--- src/rtl/hub75_pkg.sv ---
// Shared definitions for the HUB75 panel scanner: state encoding and width helpers.
package hub75_pkg;

    typedef enum logic [2:0] {
        ST_IDLE    = 3'd0,
        ST_FETCH   = 3'd1,
        ST_CLOCK   = 3'd2,
        ST_BLANK   = 3'd3,
        ST_LATCH   = 3'd4,
        ST_DISPLAY = 3'd5
    } state_t;

    function automatic int clog2(input int value);
        int result;
        int v;
        result = 0;
        v = value - 1;
        while (v > 0) begin
            result = result + 1;
            v = v >>> 1;
        end
        return result;
    endfunction

    // A one-plane panel still needs a one-bit plane port.
    function automatic int plane_w(input int depth);
        return (depth > 1) ? clog2(depth) : 1;
    endfunction

endpackage

--- src/rtl/hub75_oe_timer.sv ---
// Down-counting display timer: load a tick count, count while enabled, pulse done on the last tick.
module hub75_oe_timer #(
    parameter int W = 4
) (
    input  logic         clk_in,
    input  logic         reset,
    input  logic         load,
    input  logic [W-1:0] load_value,
    input  logic         enable,
    output logic         done
);

    logic [W-1:0] count;

    always_ff @(posedge clk_in or negedge reset) begin
        if (!reset) begin
            count <= '0;
        end else if (load) begin
            count <= load_value;
        end else if (enable && (count != '0)) begin
            count <= count - W'(1);
        end
    end

    assign done = enable && (count == W'(1));

endmodule

--- src/rtl/hub75_scanner.sv ---
// HUB75 panel scanner: fetches and shifts one row per bit plane, then latches and shows it
// for a binary-weighted time, walking planes inside rows.
//
// state   | meaning
// IDLE    | stopped, waiting for run
// FETCH   | pix_req high until pix_valid delivers the column's data
// CLOCK   | clk_pixel high for one cycle
// BLANK   | OE off, displayed row address updated
// LATCH   | row_latch pulse
// DISPLAY | OE gated by brightness_enable for OE_BASE_TICKS<<plane cycles
module hub75_scanner
    import hub75_pkg::*;
#(
    parameter int COLS          = 64,
    parameter int ROW_ADDR_W    = 4,
    parameter int DEPTH         = 6,
    parameter int OE_BASE_TICKS = 8
) (
    input  logic                         clk_in,
    input  logic                         reset,
    input  logic                         run,
    input  logic [DEPTH-1:0]             brightness_enable,
    output logic                         pix_req,
    input  logic                         pix_valid,
    input  logic [2:0]                   rgb_top,
    input  logic [2:0]                   rgb_bot,
    output logic [clog2(COLS)-1:0]       column_address,
    output logic [ROW_ADDR_W-1:0]        row_address,
    output logic [plane_w(DEPTH)-1:0]    plane,
    output logic [2:0]                   rgb1,
    output logic [2:0]                   rgb2,
    output logic                         clk_pixel,
    output logic                         row_latch,
    output logic                         output_enable,
    output logic [ROW_ADDR_W-1:0]        row_address_active,
    output logic                         frame_start
);

    localparam int COL_W   = clog2(COLS);
    localparam int PLANE_W = plane_w(DEPTH);
    localparam int OE_W    = clog2(OE_BASE_TICKS << (DEPTH - 1)) + 1;

    localparam logic [COL_W-1:0]   LAST_COL   = COL_W'(COLS - 1);
    localparam logic [PLANE_W-1:0] LAST_PLANE = PLANE_W'(DEPTH - 1);

    state_t            state;
    state_t            state_nxt;
    logic              fs_nxt;
    logic              oe_done;
    logic              last_col;
    logic              last_plane;
    logic              last_row;
    logic [OE_W-1:0]   oe_ticks;

    assign last_col   = (column_address == LAST_COL);
    assign last_plane = (plane == LAST_PLANE);
    assign last_row   = (row_address == '1);
    assign oe_ticks   = OE_W'(OE_BASE_TICKS) << plane;

    hub75_oe_timer #(
        .W (OE_W)
    ) u_oe_timer (
        .clk_in     (clk_in),
        .reset      (reset),
        .load       (state == ST_LATCH),
        .load_value (oe_ticks),
        .enable     (state == ST_DISPLAY),
        .done       (oe_done)
    );

    always_ff @(posedge clk_in or negedge reset) begin
        if (!reset) begin
            state <= ST_IDLE;
        end else begin
            state <= state_nxt;
        end
    end

    // frame_start is flagged on the transition into the first FETCH of row 0 plane 0.
    always_comb begin
        state_nxt = state;
        fs_nxt    = 1'b0;
        case (state)
            ST_IDLE: begin
                if (run) begin
                    state_nxt = ST_FETCH;
                    fs_nxt    = (row_address == '0) && (plane == '0);
                end
            end
            ST_FETCH: begin
                if (pix_valid) begin
                    state_nxt = ST_CLOCK;
                end
            end
            ST_CLOCK:   state_nxt = last_col ? ST_BLANK : ST_FETCH;
            ST_BLANK:   state_nxt = ST_LATCH;
            ST_LATCH:   state_nxt = ST_DISPLAY;
            ST_DISPLAY: begin
                if (oe_done) begin
                    state_nxt = run ? ST_FETCH : ST_IDLE;
                    fs_nxt    = run && last_plane && last_row;
                end
            end
            default:    state_nxt = ST_IDLE;
        endcase
    end

    always_ff @(posedge clk_in or negedge reset) begin
        if (!reset) begin
            column_address     <= '0;
            row_address        <= '0;
            plane              <= '0;
            rgb1               <= '0;
            rgb2               <= '0;
            row_address_active <= '0;
            frame_start        <= 1'b0;
        end else begin
            frame_start <= fs_nxt;
            if ((state == ST_FETCH) && pix_valid) begin
                rgb1 <= rgb_top;
                rgb2 <= rgb_bot;
            end
            if (state == ST_CLOCK) begin
                column_address <= last_col ? '0 : column_address + COL_W'(1);
            end
            if (state == ST_BLANK) begin
                row_address_active <= row_address;
            end
            if ((state == ST_DISPLAY) && oe_done) begin
                if (last_plane) begin
                    plane       <= '0;
                    row_address <= row_address + ROW_ADDR_W'(1);
                end else begin
                    plane <= plane + PLANE_W'(1);
                end
            end
        end
    end

    assign pix_req       = (state == ST_FETCH);
    assign clk_pixel     = (state == ST_CLOCK);
    assign row_latch     = (state == ST_LATCH);
    assign output_enable = (state == ST_DISPLAY) && brightness_enable[plane];

endmodule

--- config.mk ---
export PLATFORM = sky130hd
export DESIGN_NAME = hub75_scanner
export DESIGN_NICKNAME = d
export VERILOG_FILES = /design/src/rtl/hub75_pkg.sv /design/src/rtl/hub75_oe_timer.sv /design/src/rtl/hub75_scanner.sv
export SDC_FILE = /design/constraint.sdc
export NUM_CORES = 1
export LEC_CHECK = 0
export ABC_AREA = 0
export CAP_MARGIN = 20
export CORE_UTILIZATION = 50
export CTS_CLUSTER_SIZE = 16
export DETAILED_ROUTE_END_ITERATION = 12
export PLACE_DENSITY_LB_ADDON = 0.15
export SLEW_MARGIN = 10
export SYNTH_ARGS = -nofsm -noshare
export SYNTH_HDL_FRONTEND = slang
export SYNTH_SLANG_ARGS = --single-unit
--- constraint.sdc ---
create_clock -name clk_in -period 2.1 [get_ports clk_in]
set_clock_uncertainty 0.1 [all_clocks]
set_input_delay 0.63 -clock clk_in [delete_from_list [all_inputs] [get_ports clk_in]]
set_output_delay 0.63 -clock clk_in [all_outputs]
set_load 0.005 [all_outputs]
== Word level (Yosys, flattened, before mapping) ==
Cells that the tools add are included.

* Input port bits: 16
* Flip-flop bits (word level): 36

* Order comparisons: 1
* Add/subtract/negate cells: 4
* Equality and inequality tests: 12
* Reduce and logical (&&, ||, !) cells: 15
* Mux-type cells: 15
* Shifts and indexed selects: 1

{| class="wikitable"
|+ Operators with widths
! kind !! number
|-
| 9-bit 2-to-1 mux || 2
|-
| 3-bit one-hot mux with 6 select lines || 1
|-
| 3-bit 2-to-1 mux || 4
|-
| 3-bit == test (second input constant) || 3
|-
| 9-bit by 1-bit == test with 1-bit output (second input constant) || 1
|-
| 9-bit nonzero test || 1
|-
| 4-bit by 3-bit << shifter with 9-bit output (first input constant) || 1
|-
| 9-bit by 1-bit subtractor with 9-bit output (second input constant) || 1
|-
| 1-bit logical AND || 8
|-
| 6-bit by 1-bit adder with 6-bit output (second input constant) || 1
|-
| 3-bit by 2-bit == test with 1-bit output (second input constant) || 2
|-
| 6-bit == test (second input constant) || 1
|-
| 3-bit logical NOT || 2
|-
| 6-bit 2-to-1 mux || 1
|-
| 4-bit by 1-bit adder with 4-bit output (second input constant) || 1
|-
| 4-bit == test (second input constant) || 1
|-
| 4-bit logical NOT || 1
|-
| 3-bit by 4-bit < comparator with 1-bit output (second input constant) || 1
|-
| 1-bit 2-to-1 mux || 4
|-
| 2-bit inequality test (second input constant) || 2
|-
| 3-bit by 1-bit adder with 3-bit output (second input constant) || 1
|-
| 1-bit binary-select mux with 3-bit select || 1
|-
| 3-bit by 1-bit == test with 1-bit output (second input constant) || 1
|-
| 3-bit AND reduction || 1
|-
| 5 further kinds || 5
|}

== Longest topological paths before layout ==
* Depth after elaboration: 5
* Mapped depth: 7

== Hierarchy ==
Synthesis repeated with hierarchy kept, for this count alone.

* Cell total of the unflattened synthesis: 190
* Area, all modules: 1970.6 µm²

{| class="wikitable"
|+ Modules (own cells, without submodules)
! module !! cells each !! area an instance (µm²) !! times used
|-
| hub75_scanner || 127 || 1352.5 || 1
|-
| hub75_oe_timer || 63 || 618.1 || 1
|}

== Worst setup path before layout ==
OpenSTA, ideal clock, no wires.

* Kind: input port to output port
* From: input port brightness_enable[3]
* To: output port output_enable
* Path buffers: 0
* Arrival time: 1.202 ns
* Setup slack: 0.168 ns
* Stages: 3
* Cells stage by stage: mux4_2 -> nand2_1 -> a21oi_1

* Cells in the longest elaborated chain, start to end: 3

{| class="wikitable"
|+ RTL lines
! element !! RTL line !! text
|-
| from (decl) || hub75_scanner.sv:22 || <nowiki>input logic [DEPTH-1:0] brightness_enable,</nowiki>
|-
| 1-bit binary-select mux with 3-bit select || hub75_scanner.sv:143 || <nowiki>assign output_enable = (state == ST_DISPLAY) && brightness_enable[plane];</nowiki>
|-
| 1-bit 2-to-1 mux (implied by the code) || hub75_scanner.sv:143 ||
|-
| 1-bit logical AND || hub75_scanner.sv:143 ||
|-
| to (decl) || hub75_scanner.sv:34 || <nowiki>output logic output_enable,</nowiki>
|}

No other way between the ends. The select of a mux whose other input is x is not followed.

== Final worst setup path ==
* From: register plane[0]
* To: output port output_enable

* Cells in the longest elaborated chain, start to end: 3

{| class="wikitable"
|+ RTL lines
! element !! RTL line !! text
|-
| from (decl) || hub75_scanner.sv:29 || <nowiki>output logic [plane_w(DEPTH)-1:0] plane,</nowiki>
|-
| from (signal assigned) || hub75_scanner.sv:134 || <nowiki>plane <= plane + PLANE_W'(1);</nowiki>
|-
| 1-bit binary-select mux with 3-bit select || hub75_scanner.sv:143 ||
|-
| 1-bit 2-to-1 mux (implied by the code) || hub75_scanner.sv:143 ||
|-
| 1-bit logical AND || hub75_scanner.sv:143 ||
|}

No other way between the ends. The select of a mux whose other input is x is not followed.

==> results.toml <==
[status]
status = "complete, but fails checks"
violations = "setup timing"

[layout]
multi_input_area_um2 = 1000
n_fill_cell = 284
antenna_cells = 0
layout-drive-gt1-share_pct = 26.6
syn_to_final_growth_pct = 36.0
post-route-util_pct = 71.5
seq_area_um2 = 906
fin_nets = 267

[synth]
yosysUniqueCellTypes = 47
synth_top_area_share_pct = 46.1
ys_warn_count = 0
syn_nets = 203
synth_top_area_cell = "dfrtp_1"
yosys-top-cells-area = "dfrtp_1 46%, mux2_2 4.6%, ha_1 4.5%, nand2_1 3.5%, xnor2_1 3.1%"
yosys_register_bits = 36
syn_area_um2 = 1960
synth_edf_count = 0
netlist_instances = 180
syn_area_per_cell_um2 = 10.9
seq_area_frac_synth_pct = 46.1
synth_ff_type = "dfrtp_1"
synthArstFlopShare_pct = 100

[clock_network]
tritoncts = "yes"
htreeDepth = 2
holdBufCountCts = 0
clk_latency_ns = 0.29
numCtsBuffers = 5
root_buffer = "clkbuf_8"
clock_sinks = 36
clk_pin_slew_worst_paths_ns = 0.06
clockBufferDepth = 2

[timing]
tns_ns = -0.111
maxSlewHeadroom_pct = 69.9
setup_viol = 1
period_share_pct = 105
final_hold_viol_count = 0
whs_ns = 0.405
worst_slew_pin_slew_ns = 0.452
slew_violations = 0
rsz0062_at_grt = "true"
post-route-min-period_ns = 2.21
max_freq_ghz = 0.452
worst_slack_ns = -0.111

[critical_path]
crit_end = "output_enable"
slowest_delay_ns = 0.52
reg2reg_to = "plane[1]"
r2r-start = "u_oe_timer.count[5]"
required_ns = 1.37
crit_path_start = "plane[0]"
crit_fanout = 4
cp_slowest_cell = "mux4_2"
crit_chain = "mux4_2 -> nand2_2 -> a21oi_2 -> buf_2"
crit_arrival_ns = 1.48
reg2reg_depth = 5
end_kind = "output port"
ff2ff_setup_slack_ns = 0.28
cp-start-kind = "flop"
crit_type = "flop to output port"

[detailed_routing]
drt_iter0_markers = 28
ant_nets = 0
wl_mm = 4.23
wl_per_cell_um = 14.5
drcViolationCount = 0
drtPass1Iterations = 4
vias = 1597
drt-vias-per-instance = 5.47

[grt]
antenna_found_initial = 0
grtUsageTotal_pct = 23.2
overflow = 0
grt_pass1_wl_mm = 7.33
grt_pass1_vias = 1632
grt_max_degree = 37

[job]
cap_viol_max_count = 0

[pwr]
clockPowerShare_pct = 17.5
p_sw_uw = 1060
peakVddDrop_v = 0.000541
switching_share_pct = 35.3
comb_power_share_pct = 45.5
p_leak_uw = 0.00117
p_int_uw = 1940
p_seq_share_pct = 37.1
p_per_area_nw_per_um2 = 1130

[placed_design]
place_ws_ns = -0.822
hpwl_mm = 3.12
gp_congestion = 0.770
port_buffers = 43

[floorplan]
coreArea_um2 = 3720
fp.dieW_um = 64.5
start_util_pct = 52.6
die_h_um = 64.5
rows = 22
num_io_pins = 44
dieArea_um2 = 4170

[worst_hold_path]
hold_path_class = "flop to flop"
## cells in the final DEF (no fill, tap or decap), types with 3 or more instances in the layout
cell type	count
nand3b_1	3
dfrtp_2	4
ha_1	7
nor4_1	4
a21oi_1	5
mux2i_1	3
clkbuf_8	7
buf_4	20
dfrtp_1	32
nand4_1	4
nand3_1	3
dlygate4sd2_1	3
nand2b_1	3
clkdlybuf4s50_1	32
nand2_1	17
mux2_2	8
xnor2_1	7
inv_1	9
o21ai_0	11
nor2_1	5
clkbuf_2	4
or3_1	4
nor3_1	4
## critical path, delay by kind of cell (launching register included)
family,cells,cell delay (ns)
mux,1,0.52
buf+inv,1,0.12
simple gates,1,0.09
flops,1,0.41
compound gates,1,0.05
## how the worst min path moves through the flow
stage | cells after the start | start | slack (ns) | end
after global routing | 1 | column_address[4] | 0.43 | column_address[4]
after CTS | 1 | column_address[4] | 0.41 | column_address[4]
after global placement | 2 | row_address_active[1] | 0.37 | row_address_active[1]
after floorplan | 0 | reset | 0.23 | column_address[0]
after detailed placement | 1 | rgb2[0] | 0.39 | rgb2[0]
final | 1 | rgb1[2] | 0.40 | rgb1[2]
## synth_stat cells (all sizes together) (2+ instances only)
library cell  number
or3                5
nor3b              2
mux2i              3
nand3              3
o31ai              2
nand4              4
o21ai             13
dfrtp             36
xnor2              7
nor2               8
buf                5
mux2              10
a31oi              2
nand3b             4
nor4               6
nand4b             2
a211oi             2
ha                 7
a221oi             2
inv               10
nand2             18
a21o               2
nor3               7
a21oi              7
nand2b             3
## layout make-up
| class | count | share of cell area [%] |
|---|---|---|
| Clock buffer | 7 | 3.62 |
| Sequential cell | 36 | 34.1 |
| Tap cell | 48 | 2.26 |
| Multi-Input combinational cell | 128 | 37.7 |
| Inverter | 10 | 1.41 |
| Timing Repair Buffer | 63 | 20.9 |
## power groups by stage
stage | logic, uW | clock network, uW | registers, uW
finish | 1360 | 524 | 1110
global route | 1500 | 566 | 1140
CTS | 1350 | 536 | 1110
detailed placement | 1310 | 0 | 1120
global placement | 1250 | 0 | 1100
floorplan | 788 | 0 | 1070
## kinds of logic (layout without fill, tap and decap cells)
| family | Yosys count | after routing | synth area share, % |
|---|---|---|---|
| XOR/XNOR | 8 | 8 | 3.58 |
| buffers and inverters | 16 | 80 | 3.65 |
| AND/OR/NAND/NOR | 67 | 67 | 23.5 |
| multiplexers | 14 | 14 | 8.83 |
| adder cells (fa/ha/maj) | 7 | 7 | 4.48 |
| flip-flops | 36 | 36 | 46.1 |
| AO/OA/AOI/OAI | 32 | 32 | 9.92 |
## metrics by stage
| stage | std cells | total power [uW] | cell area [um^2] |
|---|---|---|---|
| global route | 292 | 3210 | 2660 |
| finish | 292 | 3000 | 2660 |
| detailed placement | 281 | 2430 | 2530 |
| CTS | 291 | 3000 | 2670 |
| global placement | 281 | 2350 | 2530 |
| floorplan | 180 | 1850 | 1960 |
## layer usage
layer / vias up / global-route usage [%] / wire length, um
met5: - / 0 / 0
met4: 0 / 11.1 / 92
met3: 10 / 5.81 / 223
met2: 45 / 38.8 / 2140
met1: 771 / 27.8 / 1780
li1: 771 / - / -
## registers in the layout, summed over array words and instances, names as in the netlist
register and cells:
column_address 6, state 3, frame_start 1, rgb2 3
row_address 4, u_oe_timer.count 9, plane 3, row_address_active 4
rgb1 3
## what timing repair did
item                                    in CTS  in global routing
resized for setup                           29                  6
cloned                                       0                  0
setup buffers                                3                  1
endpoints found under the setup margin       5                  3
pin swaps                                    5                  3
No activity file was read; power rests on OpenSTA's default activity.
